**src/rtl/hazard_scheduler_pkg.sv**
```systemverilog
// Shared definitions for the 5-stage core's hazard scheduler: FSM encodings,
// forwarding selects and architectural register numbers.
package hazard_scheduler_pkg;

  typedef enum logic [1:0] {
    ST_RUN     = 2'd0,
    ST_LDSTALL = 2'd1,
    ST_BRFLUSH = 2'd2,
    ST_MEMWAIT = 2'd3
  } state_t;

  localparam logic [1:0] FWD_REG   = 2'b00;
  localparam logic [1:0] FWD_EXMEM = 2'b01;
  localparam logic [1:0] FWD_MEMWB = 2'b10;

  localparam int REG_SP = 13;
  localparam int REG_LR = 14;
  localparam int REG_PC = 15;

  localparam logic [15:0] NOP_INSTR = 16'hBF00;

endpackage

```
**src/rtl/hazard_scoreboard.sv**
```systemverilog
// In-flight destination tracking for EX/MEM/WB, plus the forwarding compare
// and load-use detection against the instruction currently in ID.
module hazard_scoreboard
  import hazard_scheduler_pkg::*;
#(
  parameter int REG_AW = 4
) (
  input  logic              clk,
  input  logic              reset,
  input  logic              shift_en,
  input  logic              load_en,
  input  logic              id_valid,
  input  logic [REG_AW-1:0] id_rs1,
  input  logic              id_rs1_used,
  input  logic [REG_AW-1:0] id_rs2,
  input  logic              id_rs2_used,
  input  logic [REG_AW-1:0] id_rd,
  input  logic              id_regwrite,
  input  logic              id_mem_read,
  input  logic              id_mem_write,
  output logic [1:0]        fwd_a,
  output logic [1:0]        fwd_b,
  output logic              load_use,
  output logic              mem_pend
);

  logic              ex_v_reg, ex_wr_reg, ex_ld_reg, ex_st_reg;
  logic [REG_AW-1:0] ex_rd_reg;
  logic              mem_v_reg, mem_wr_reg, mem_ld_reg, mem_st_reg;
  logic [REG_AW-1:0] mem_rd_reg;
  logic              wb_v_reg, wb_wr_reg;
  logic [REG_AW-1:0] wb_rd_reg;

  always_ff @(posedge clk) begin
    if (reset) begin
      ex_v_reg   <= 1'b0;
      ex_wr_reg  <= 1'b0;
      ex_ld_reg  <= 1'b0;
      ex_st_reg  <= 1'b0;
      ex_rd_reg  <= '0;
      mem_v_reg  <= 1'b0;
      mem_wr_reg <= 1'b0;
      mem_ld_reg <= 1'b0;
      mem_st_reg <= 1'b0;
      mem_rd_reg <= '0;
      wb_v_reg   <= 1'b0;
      wb_wr_reg  <= 1'b0;
      wb_rd_reg  <= '0;
    end else if (shift_en) begin
      // A held or flushed ID/EX register means nothing new enters EX.
      ex_v_reg   <= load_en & id_valid;
      ex_wr_reg  <= id_regwrite;
      ex_ld_reg  <= id_mem_read;
      ex_st_reg  <= id_mem_write;
      ex_rd_reg  <= id_rd;
      mem_v_reg  <= ex_v_reg;
      mem_wr_reg <= ex_wr_reg;
      mem_ld_reg <= ex_ld_reg;
      mem_st_reg <= ex_st_reg;
      mem_rd_reg <= ex_rd_reg;
      wb_v_reg   <= mem_v_reg;
      wb_wr_reg  <= mem_wr_reg;
      wb_rd_reg  <= mem_rd_reg;
    end
  end

  logic [1:0][REG_AW-1:0] src_w;
  logic [1:0]             used_w, ex_hit, wb_hit, ld_hit;
  logic [1:0][1:0]        fwd_w;
  logic                   ex_fwd_ok, wb_fwd_ok;

  assign src_w  = {id_rs2, id_rs1};
  assign used_w = {id_rs2_used, id_rs1_used};

  // A load's data is not ready in EX, and PC writes are never bypassed.
  assign ex_fwd_ok = ex_v_reg & ex_wr_reg & ~ex_ld_reg & (ex_rd_reg != REG_AW'(REG_PC));
  assign wb_fwd_ok = wb_v_reg & wb_wr_reg & (wb_rd_reg != REG_AW'(REG_PC));

  genvar gi;
  generate
    for (gi = 0; gi < 2; gi++) begin : g_src
      assign ex_hit[gi] = used_w[gi] & ex_fwd_ok & (ex_rd_reg == src_w[gi]);
      assign wb_hit[gi] = used_w[gi] & wb_fwd_ok & (wb_rd_reg == src_w[gi]);
      assign ld_hit[gi] = used_w[gi] & ex_v_reg & ex_ld_reg & (ex_rd_reg == src_w[gi]);
      assign fwd_w[gi]  = ex_hit[gi] ? FWD_EXMEM : (wb_hit[gi] ? FWD_MEMWB : FWD_REG);
    end
  endgenerate

  assign fwd_a    = fwd_w[0];
  assign fwd_b    = fwd_w[1];
  assign load_use = id_valid & (|ld_hit);
  assign mem_pend = mem_v_reg & (mem_ld_reg | mem_st_reg);

endmodule

```
**src/rtl/hazard_scheduler.sv**
```systemverilog
// Pipeline sequencing FSM: stalls, flushes and freezes the 5-stage pipe for
// load-use, taken branches and slow data-memory accesses.
module hazard_scheduler
  import hazard_scheduler_pkg::*;
#(
  parameter int REG_AW      = 4,
  parameter int MEM_TIMEOUT = 15
) (
  input  logic              clk,
  input  logic              reset,
  input  logic              id_valid,
  input  logic [REG_AW-1:0] id_rs1,
  input  logic              id_rs1_used,
  input  logic [REG_AW-1:0] id_rs2,
  input  logic              id_rs2_used,
  input  logic [REG_AW-1:0] id_rd,
  input  logic              id_regwrite,
  input  logic              id_mem_read,
  input  logic              id_mem_write,
  input  logic              ex_branch_taken,
  input  logic              dmem_ack,
  output logic              pc_en,
  output logic              pc_sel_target,
  output logic              ifid_en,
  output logic              ifid_flush,
  output logic              idex_en,
  output logic              idex_flush,
  output logic              exmem_en,
  output logic              dmem_req,
  output logic [1:0]        fwd_a,
  output logic [1:0]        fwd_b,
  output logic              mem_err,
  output logic [1:0]        state_o
);

  localparam logic [3:0] TMO = 4'(MEM_TIMEOUT);

  state_t     state_reg, state_next;
  logic [3:0] wait_cnt_reg, wait_cnt_next;
  logic       mem_err_reg, mem_err_next;
  logic       load_use, mem_pend;
  logic [1:0] sb_fwd_a, sb_fwd_b;

  hazard_scoreboard #(.REG_AW(REG_AW)) u_scoreboard (
    .clk          (clk),
    .reset        (reset),
    .shift_en     (exmem_en),
    .load_en      (idex_en & ~idex_flush),
    .id_valid     (id_valid),
    .id_rs1       (id_rs1),
    .id_rs1_used  (id_rs1_used),
    .id_rs2       (id_rs2),
    .id_rs2_used  (id_rs2_used),
    .id_rd        (id_rd),
    .id_regwrite  (id_regwrite),
    .id_mem_read  (id_mem_read),
    .id_mem_write (id_mem_write),
    .fwd_a        (sb_fwd_a),
    .fwd_b        (sb_fwd_b),
    .load_use     (load_use),
    .mem_pend     (mem_pend)
  );

  always_comb begin
    pc_en         = 1'b1;
    pc_sel_target = 1'b0;
    ifid_en       = 1'b1;
    ifid_flush    = 1'b0;
    idex_en       = 1'b1;
    idex_flush    = 1'b0;
    exmem_en      = 1'b1;
    dmem_req      = mem_pend & ~dmem_ack;
    state_next    = state_reg;
    wait_cnt_next = 4'd0;
    mem_err_next  = mem_err_reg;
    case (state_reg)
      ST_RUN: begin
        // Memory wait outranks a branch; the branch stays in the frozen EX.
        if (mem_pend && !dmem_ack) begin
          pc_en         = 1'b0;
          ifid_en       = 1'b0;
          idex_en       = 1'b0;
          exmem_en      = 1'b0;
          wait_cnt_next = 4'd1;
          state_next    = ST_MEMWAIT;
        end else if (ex_branch_taken) begin
          pc_sel_target = 1'b1;
          ifid_flush    = 1'b1;
          idex_flush    = 1'b1;
          state_next    = ST_BRFLUSH;
        end else if (load_use) begin
          pc_en      = 1'b0;
          ifid_en    = 1'b0;
          idex_flush = 1'b1;
          state_next = ST_LDSTALL;
        end
      end
      ST_LDSTALL: state_next = ST_RUN;
      ST_BRFLUSH: begin
        ifid_flush = 1'b1;
        state_next = ST_RUN;
      end
      ST_MEMWAIT: begin
        pc_en         = 1'b0;
        ifid_en       = 1'b0;
        idex_en       = 1'b0;
        exmem_en      = 1'b0;
        wait_cnt_next = wait_cnt_reg + 4'd1;
        if (dmem_ack) begin
          exmem_en      = 1'b1;
          wait_cnt_next = 4'd0;
          state_next    = ST_RUN;
        end else if (wait_cnt_next == TMO) begin
          exmem_en      = 1'b1;
          dmem_req      = 1'b0;
          mem_err_next  = 1'b1;
          wait_cnt_next = 4'd0;
          state_next    = ST_RUN;
        end
      end
      default: state_next = ST_RUN;
    endcase
    if (reset) begin
      pc_en         = 1'b0;
      pc_sel_target = 1'b0;
      ifid_en       = 1'b0;
      ifid_flush    = 1'b1;
      idex_en       = 1'b0;
      idex_flush    = 1'b1;
      exmem_en      = 1'b0;
      dmem_req      = 1'b0;
    end
  end

  always_ff @(posedge clk) begin
    if (reset) begin
      state_reg    <= ST_RUN;
      wait_cnt_reg <= 4'd0;
      mem_err_reg  <= 1'b0;
    end else begin
      state_reg    <= state_next;
      wait_cnt_reg <= wait_cnt_next;
      mem_err_reg  <= mem_err_next;
    end
  end

  assign fwd_a   = reset ? FWD_REG : sb_fwd_a;
  assign fwd_b   = reset ? FWD_REG : sb_fwd_b;
  assign mem_err = mem_err_reg & ~reset;
  assign state_o = reset ? 2'b00 : 2'(state_reg);

endmodule

```
**config.mk**
```make
export PLATFORM = sky130hd
export DESIGN_NAME = hazard_scheduler
export DESIGN_NICKNAME = d
export VERILOG_FILES = /design/src/rtl/hazard_scheduler_pkg.sv /design/src/rtl/hazard_scoreboard.sv /design/src/rtl/hazard_scheduler.sv
export SDC_FILE = /design/constraint.sdc
export NUM_CORES = 1
export LEC_CHECK = 0
export ABC_AREA = 1
export CAP_MARGIN = 20
export CORE_ASPECT_RATIO = 0.8
export CORE_MARGIN = 1.5
export CORE_UTILIZATION = 40
export DETAILED_ROUTE_END_ITERATION = 6
export PLACE_DENSITY = 0.77
export SLEW_MARGIN = 20
export SYNTH_ARGS = -nofsm -noshare
export SYNTH_HDL_FRONTEND = slang
export SYNTH_SLANG_ARGS = --single-unit
export TNS_END_PERCENT = 1
```
**constraint.sdc**
```tcl
create_clock -name clk -period 1.7 [get_ports clk]
set_input_delay 0.255 -clock clk [delete_from_list [all_inputs] [get_ports clk]]
set_output_delay 0.255 -clock clk [all_outputs]
set_load 0.02 [all_outputs]
```
== After elaboration in Yosys (flattened, before gate mapping) ==
Index checks and enable logic that the tools add are counted.

* Bits in registers: 29
* Input bits: 22
* Output and inout bits: 15
* Logic and storage cells: 110

* Add/sub/neg operators: 1
* Equal/unequal tests: 12
* Multiplexer cells: 44
* Bitwise operators: 30
* Reduce and logical (&&, ||, !) cells: 7

{| class="wikitable"
|+ Operators with widths
! operator !! number
|-
| $and A1 B1 Y1 || 25
|-
| $mux W1 || 24
|-
| $mux W2 || 12
|-
| $eq A4 B4 Y1 || 4
|-
| $ne A4 B4 Y1 const B || 3
|-
| $mux W4 || 2
|-
| $pmux W1 S2 || 4
|-
| $pmux W4 S2 || 1
|-
| $pmux W2 S3 || 1
|-
| $add A4 B1 Y4 const B || 1
|-
| $eq A2 B2 Y1 const B || 2
|-
| $eq A4 B4 Y1 const B || 1
|-
| $not A1 Y1 || 4
|-
| $reduce_or A2 Y1 || 2
|-
| $ne A3 B3 Y1 const B || 1
|-
| $reduce_and A3 Y1 || 1
|-
| $eq A2 B1 Y1 const B || 1
|-
| $logic_not A2 Y1 || 1
|-
| $reduce_and A2 Y1 || 1
|-
| $logic_and A1 B1 Y1 || 1
|-
| $logic_not A1 Y1 || 1
|-
| $or A1 B1 Y1 || 1
|}

== Longest topological paths before layout ==
Gate-level depths: netlist of run 1.

* Word-level depth: 13
* Gate-level depth with buffers: 11
* Depth with buffers taken out: 11

== Hierarchy ==
Synthesis of run 1 repeated with hierarchy kept, for this count alone.

* Cells, all modules: 267
* Area total of the unflattened synthesis: 1,711.6 sq um

{| class="wikitable"
|+ Modules (own cells, without submodules)
! module !! instances !! cells an instance !! area each (sq um)
|-
| hazard_scoreboard || 1 || 176 || 1,123.6
|-
| hazard_scheduler || 1 || 91 || 588.1
|}

== Least setup slack after synthesis of run 1 ==
OpenSTA, ideal clock, no wires.

* Path kind: register to output
* From: register wait_cnt_reg[0]
* To: output port exmem_en
* Data arrival time: 1.493 ns
* Data required time: 1.445 ns
* Path slack: -0.048 ns
* Cell stages (with the launch flop): 9
* Buffers on the path: 1
* Path through: dfxtp_1 -> ha_1 -> xnor2_1 -> nor2_2 -> nand2_1 -> nand2_2 -> nand2_4 -> buf_2 -> a21oi_1

* Longest elaborated chain between the ends: 6

{| class="wikitable"
|+ Ends and longest elaborated chain
! element !! RTL line !! RTL
|-
| start: declaration || hazard_scheduler.sv:39 || <nowiki>logic [3:0] wait_cnt_reg, wait_cnt_next;</nowiki>
|-
| start signal: assignment || hazard_scheduler.sv:142 || <nowiki>wait_cnt_reg <= wait_cnt_next;</nowiki>
|-
| $add A4 B1 Y4 || hazard_scheduler.sv:108 || <nowiki>wait_cnt_next = wait_cnt_reg + 4'd1;</nowiki>
|-
| $eq A4 B4 Y1 || hazard_scheduler.sv:113 || <nowiki>end else if (wait_cnt_next == TMO) begin</nowiki>
|-
| $mux W1 || hazard_scheduler.sv:113 ||
|-
| $mux W1 || hazard_scheduler.sv:109 || <nowiki>if (dmem_ack) begin</nowiki>
|-
| $pmux W1 S2 || hazard_scheduler.sv:76 || <nowiki>case (state_reg)</nowiki>
|-
| $mux W1 || hazard_scheduler.sv:123 || <nowiki>if (reset) begin</nowiki>
|-
| end: declaration || hazard_scheduler.sv:28 || <nowiki>output logic exmem_en,</nowiki>
|}

No other way between the ends.

== Final worst setup path of run 1 ==
* From: input port id_rs1[0]
* To: output port pc_en

* Longest elaborated chain between the ends: 9

{| class="wikitable"
|+ Ends and longest elaborated chain
! element !! RTL line !! RTL
|-
| start: declaration || hazard_scheduler.sv:12 || <nowiki>input logic [REG_AW-1:0] id_rs1,</nowiki>
|-
| $eq A4 B4 Y1 || hazard_scoreboard.sv:84 || <nowiki>assign ld_hit[gi] = used_w[gi] & ex_v_reg & ex_ld_reg & (ex_rd_reg == src_w[gi]);</nowiki>
|-
| $and A1 B1 Y1 || hazard_scoreboard.sv:84 ||
|-
| $reduce_or A2 Y1 || hazard_scoreboard.sv:91 || <nowiki>assign load_use = id_valid & (|ld_hit);</nowiki>
|-
| $and A1 B1 Y1 || hazard_scoreboard.sv:91 ||
|-
| $mux W1 || hazard_scheduler.sv:91 || <nowiki>end else if (load_use) begin</nowiki>
|-
| $mux W1 || hazard_scheduler.sv:86 || <nowiki>end else if (ex_branch_taken) begin</nowiki>
|-
| $mux W1 || hazard_scheduler.sv:79 || <nowiki>if (mem_pend && !dmem_ack) begin</nowiki>
|-
| $pmux W1 S2 || hazard_scheduler.sv:76 ||
|-
| $mux W1 || hazard_scheduler.sv:123 ||
|-
| end: declaration || hazard_scheduler.sv:22 || <nowiki>output logic pc_en,</nowiki>
|}

No other way between the ends.

==> impl_metrics.tcl, run 1 <==
set metrics [dict create \
    avgSynthCellArea_um2 7.11 \
    status "finished, violations left" \
    ys.flop_type "dfxtp_1" \
    grt_setup_unrepaired "true" \
    cp-start-kind "primary input" \
    gr-usage-all-layers 0.197 \
    period_share 1.09 \
    criticalPathCategory "in -> out" \
    clkLatencyLatePin_ps 290 \
    syn_area_mm2 0.00169 \
    final_hold_viol_count 0 \
    fin_worst_skew_ps 9.47 \
    crit_path_frequent_cell "nand2_1" \
    ys_top_cells_by_area "dfxtp_1 (34%), nand2_1 (10%), a21oi_1 (8.3%)" \
    endpoint "pc_en" \
    rrSetupSlack_ps -100 \
    ioPinCount 37 \
    synth-edff-count 0 \
    ant_nets 0 \
    place_area_mm2 0.00233 \
    slowest_delay_ps 500 \
    antenna_found_initial 0 \
    failed_checks "setup timing" \
    cp.arrival_ps 1600 \
    wl_per_cell_um 12.2 \
    area_growth_pct 49.4 \
    vdd_drop_max_uv 598 \
    fin_tns_setup_ps -1260 \
    synth_top_area_frac 0.343 \
    tightestPinTransition_ps 282 \
    yosys.area_share.xor_xnor 0.0510 \
    synthArstFlopShare 0 \
    synth-simple-area-share 0.362 \
    dieArea_mm2 0.00463 \
    root_buffer "clkbuf_8" \
    slowest_stage "clkdlybuf4s50_1" \
    dp_hpwl_um 3150 \
    drt_iter0_drc 45 \
    grt_pass1_vias 1493 \
    seq_area_frac_synth 0.343 \
    final_util 0.644 \
    rows 20 \
    fin_ws_ps -158 \
    slew_headroom 0.812 \
    crit_path_end_kind "output pin" \
    die_w_um 75.7 \
    gp_congestion 0.891 \
    via_per_inst 4.83 \
    fmax_mhz 538 \
    wirelength_um 4430 \
    rr_endpoint "u_scoreboard.ex_v_reg" \
    dp_slack_ps -628 \
    crit_start "id_rs1[0]" \
    fin_crit_ps 1860 \
    drtPass1Iterations 4 \
    hold_path.class "reg -> reg" \
    num_vias 1753 \
    drv_slew 0 \
    synthAdderAreaFrac 0.0370 \
    core_area_mm2 0.00393 \
    yosys_register_bits 29 \
    p_leak_nw 1.13 \
    synth_cell_types 33 \
    synth_compound_area_frac 0.120 \
    cts_buffers 5 \
    yosys_warnings 0 \
    hold_buffers 0 \
    layout.nets 334 \
    diodes 0 \
    portBuffers 36 \
    synth_mux_area_frac 0 \
    synth_top_family_by_area "simple AND/OR/NAND/NOR gates" \
    clockBufferDepth 2 \
    cts_sinks 29 \
    synth.net_count 265 \
    finalSetupViolations 26 \
    synth.most_common_cell "nand2_1" \
    worstPathCellList "clkdlybuf4s50_1 > inv_1 > nand2_1 > nand2_1 > nor2_2 > nand3_1 > nand2_1 > a21oi_1 > o21a_1 > buf_2" \
    grt_max_degree 24 \
    synth_cells 238 \
    drc 0 \
    cts_tree "built" \
    fp.dieH_um 61.2 \
    initial_core_util 0.431 \
    grt-ovfl-total 0 \
    ys_top_cells_by_count "nand2_1 (46), dfxtp_1 (29), a21oi_1 (28), nor2_1 (28), nand3_1 (24)" \
    final_cell_area_mm2 0.00253 \
    worst-path-max-fanout 2 \
    worst_r2r_path_depth 11 \
    power_mw 2.54 \
    n_fill_cell 364 \
    h-tree-depth 2 \
    drv_cap 0 \
    grt_pass1_wl_um 6620 \
    p_per_area_mw_per_mm2 1000 \
    yosys.area.top_type "dfxtp_1" \
    rr_startpoint "wait_cnt_reg[0]" \
    path_clk_slew_ps 70 \
    worstPathRequired_ps 1440 \
    drive_gt1_frac 0.325 \
]
cells by family (layout without fill, tap and decap cells):
group,after synthesis,after routing
compound gates,37,37
xor+xnor,9,9
simple gates,125,125
buf+inv,33,103
flops,29,29
fa+ha+maj,5,5
critical path, delay by kind of cell:
family	cells	cell delay, ps
compound gates	2	250
buf+inv	3	720
simple gates	5	360
per-layer routing:
metal | vias up | track usage | routed length, um | part of all wire
met2 | 39 | 0.328 | 2090 | 0.47
met5 | - | 0 | 0 | 0
met3 | 6 | 0.0589 | 188 | 0.042
met4 | 0 | 0.0536 | 46 | 0.010
met1 | 784 | 0.249 | 2110 | 0.48
li1 | 924 | - | - | -
worst min path at each step:
stage | start | end | slack (ps) | depth (start not counted)
2_1_floorplan | id_rd[0] | u_scoreboard.ex_rd_reg[0] | 400 | 2
3_3_place_gp | u_scoreboard.mem_rd_reg[0] | u_scoreboard.wb_rd_reg[0] | 450 | 2
3_5_place_dp | u_scoreboard.mem_rd_reg[0] | u_scoreboard.wb_rd_reg[0] | 450 | 2
4_1_cts | u_scoreboard.mem_wr_reg | u_scoreboard.wb_wr_reg | 470 | 2
5_1_grt | u_scoreboard.mem_wr_reg | u_scoreboard.wb_wr_reg | 490 | 2
6_report | u_scoreboard.mem_wr_reg | u_scoreboard.wb_wr_reg | 460 | 2
placed cells by master (no fill, tap or decap), drive strengths merged, types with 2 or more instances in the layout:
cell / n
nor3: 10
ha: 5
a21oi: 28
clkbuf: 6
nand4: 4
inv: 22
nand3: 25
nor4b: 2
dlygate4sd2: 5
clkinv: 2
dfxtp: 29
nor2: 32
buf: 49
or2: 2
xor2: 2
nand2: 49
o21ai: 3
clkdlybuf4s50: 19
xnor2: 7
final cells by class:
| type | count | area, um2 | share of cell area |
|---|---|---|---|
| multi-input cells | 176 | 1090 | 0.429 |
| repair buffers | 73 | 601 | 0.238 |
| flip-flops and latches | 29 | 594 | 0.235 |
| clock buffers | 6 | 82.6 | 0.0327 |
| inverters | 22 | 82.6 | 0.0327 |
| well taps | 55 | 68.8 | 0.0272 |
| clock inverters | 2 | 13.8 | 0.00544 |
timing repair:
item / CTS / global route
buffers inserted: 0 / 1
endpoints found under the setup margin: 37 / 34
pin swaps: 6 / 11
gates cloned: 0 / 0
gates resized for setup: 67 / 28
stage by stage:
| step | cells | hold slack, ps |
|---|---|---|
| 2_1_floorplan | 238 | 398 |
| 3_3_place_gp | 354 | 448 |
| 3_5_place_dp | 354 | 452 |
| 4_1_cts | 362 | 467 |
| 5_1_grt | 363 | 486 |
| 6_report | 363 | 465 |
report_power, final:
| group | switching (mW) | internal (mW) | leakage [nW] |
|---|---|---|---|
| logic | 0.557 | 0.457 | 0.838 |
| clock network | 0.275 | 0.327 | 0.0512 |
| registers | 0.119 | 0.806 | 0.241 |
| total | 0.951 | 1.59 | 1.13 |
No activity file was read; power rests on OpenSTA's default activity.
==> run 2: changes to the inputs <==
- SLEW_MARGIN: 20 -> 40
==> results of run 2 <==
No change in the layout: final DEF, timing and power equal those of run 1.
==> run 3: changes to the inputs <==
- SLEW_MARGIN: 40 -> default
==> results of run 3 <==
No change in the layout: final DEF, timing and power equal those of run 1.
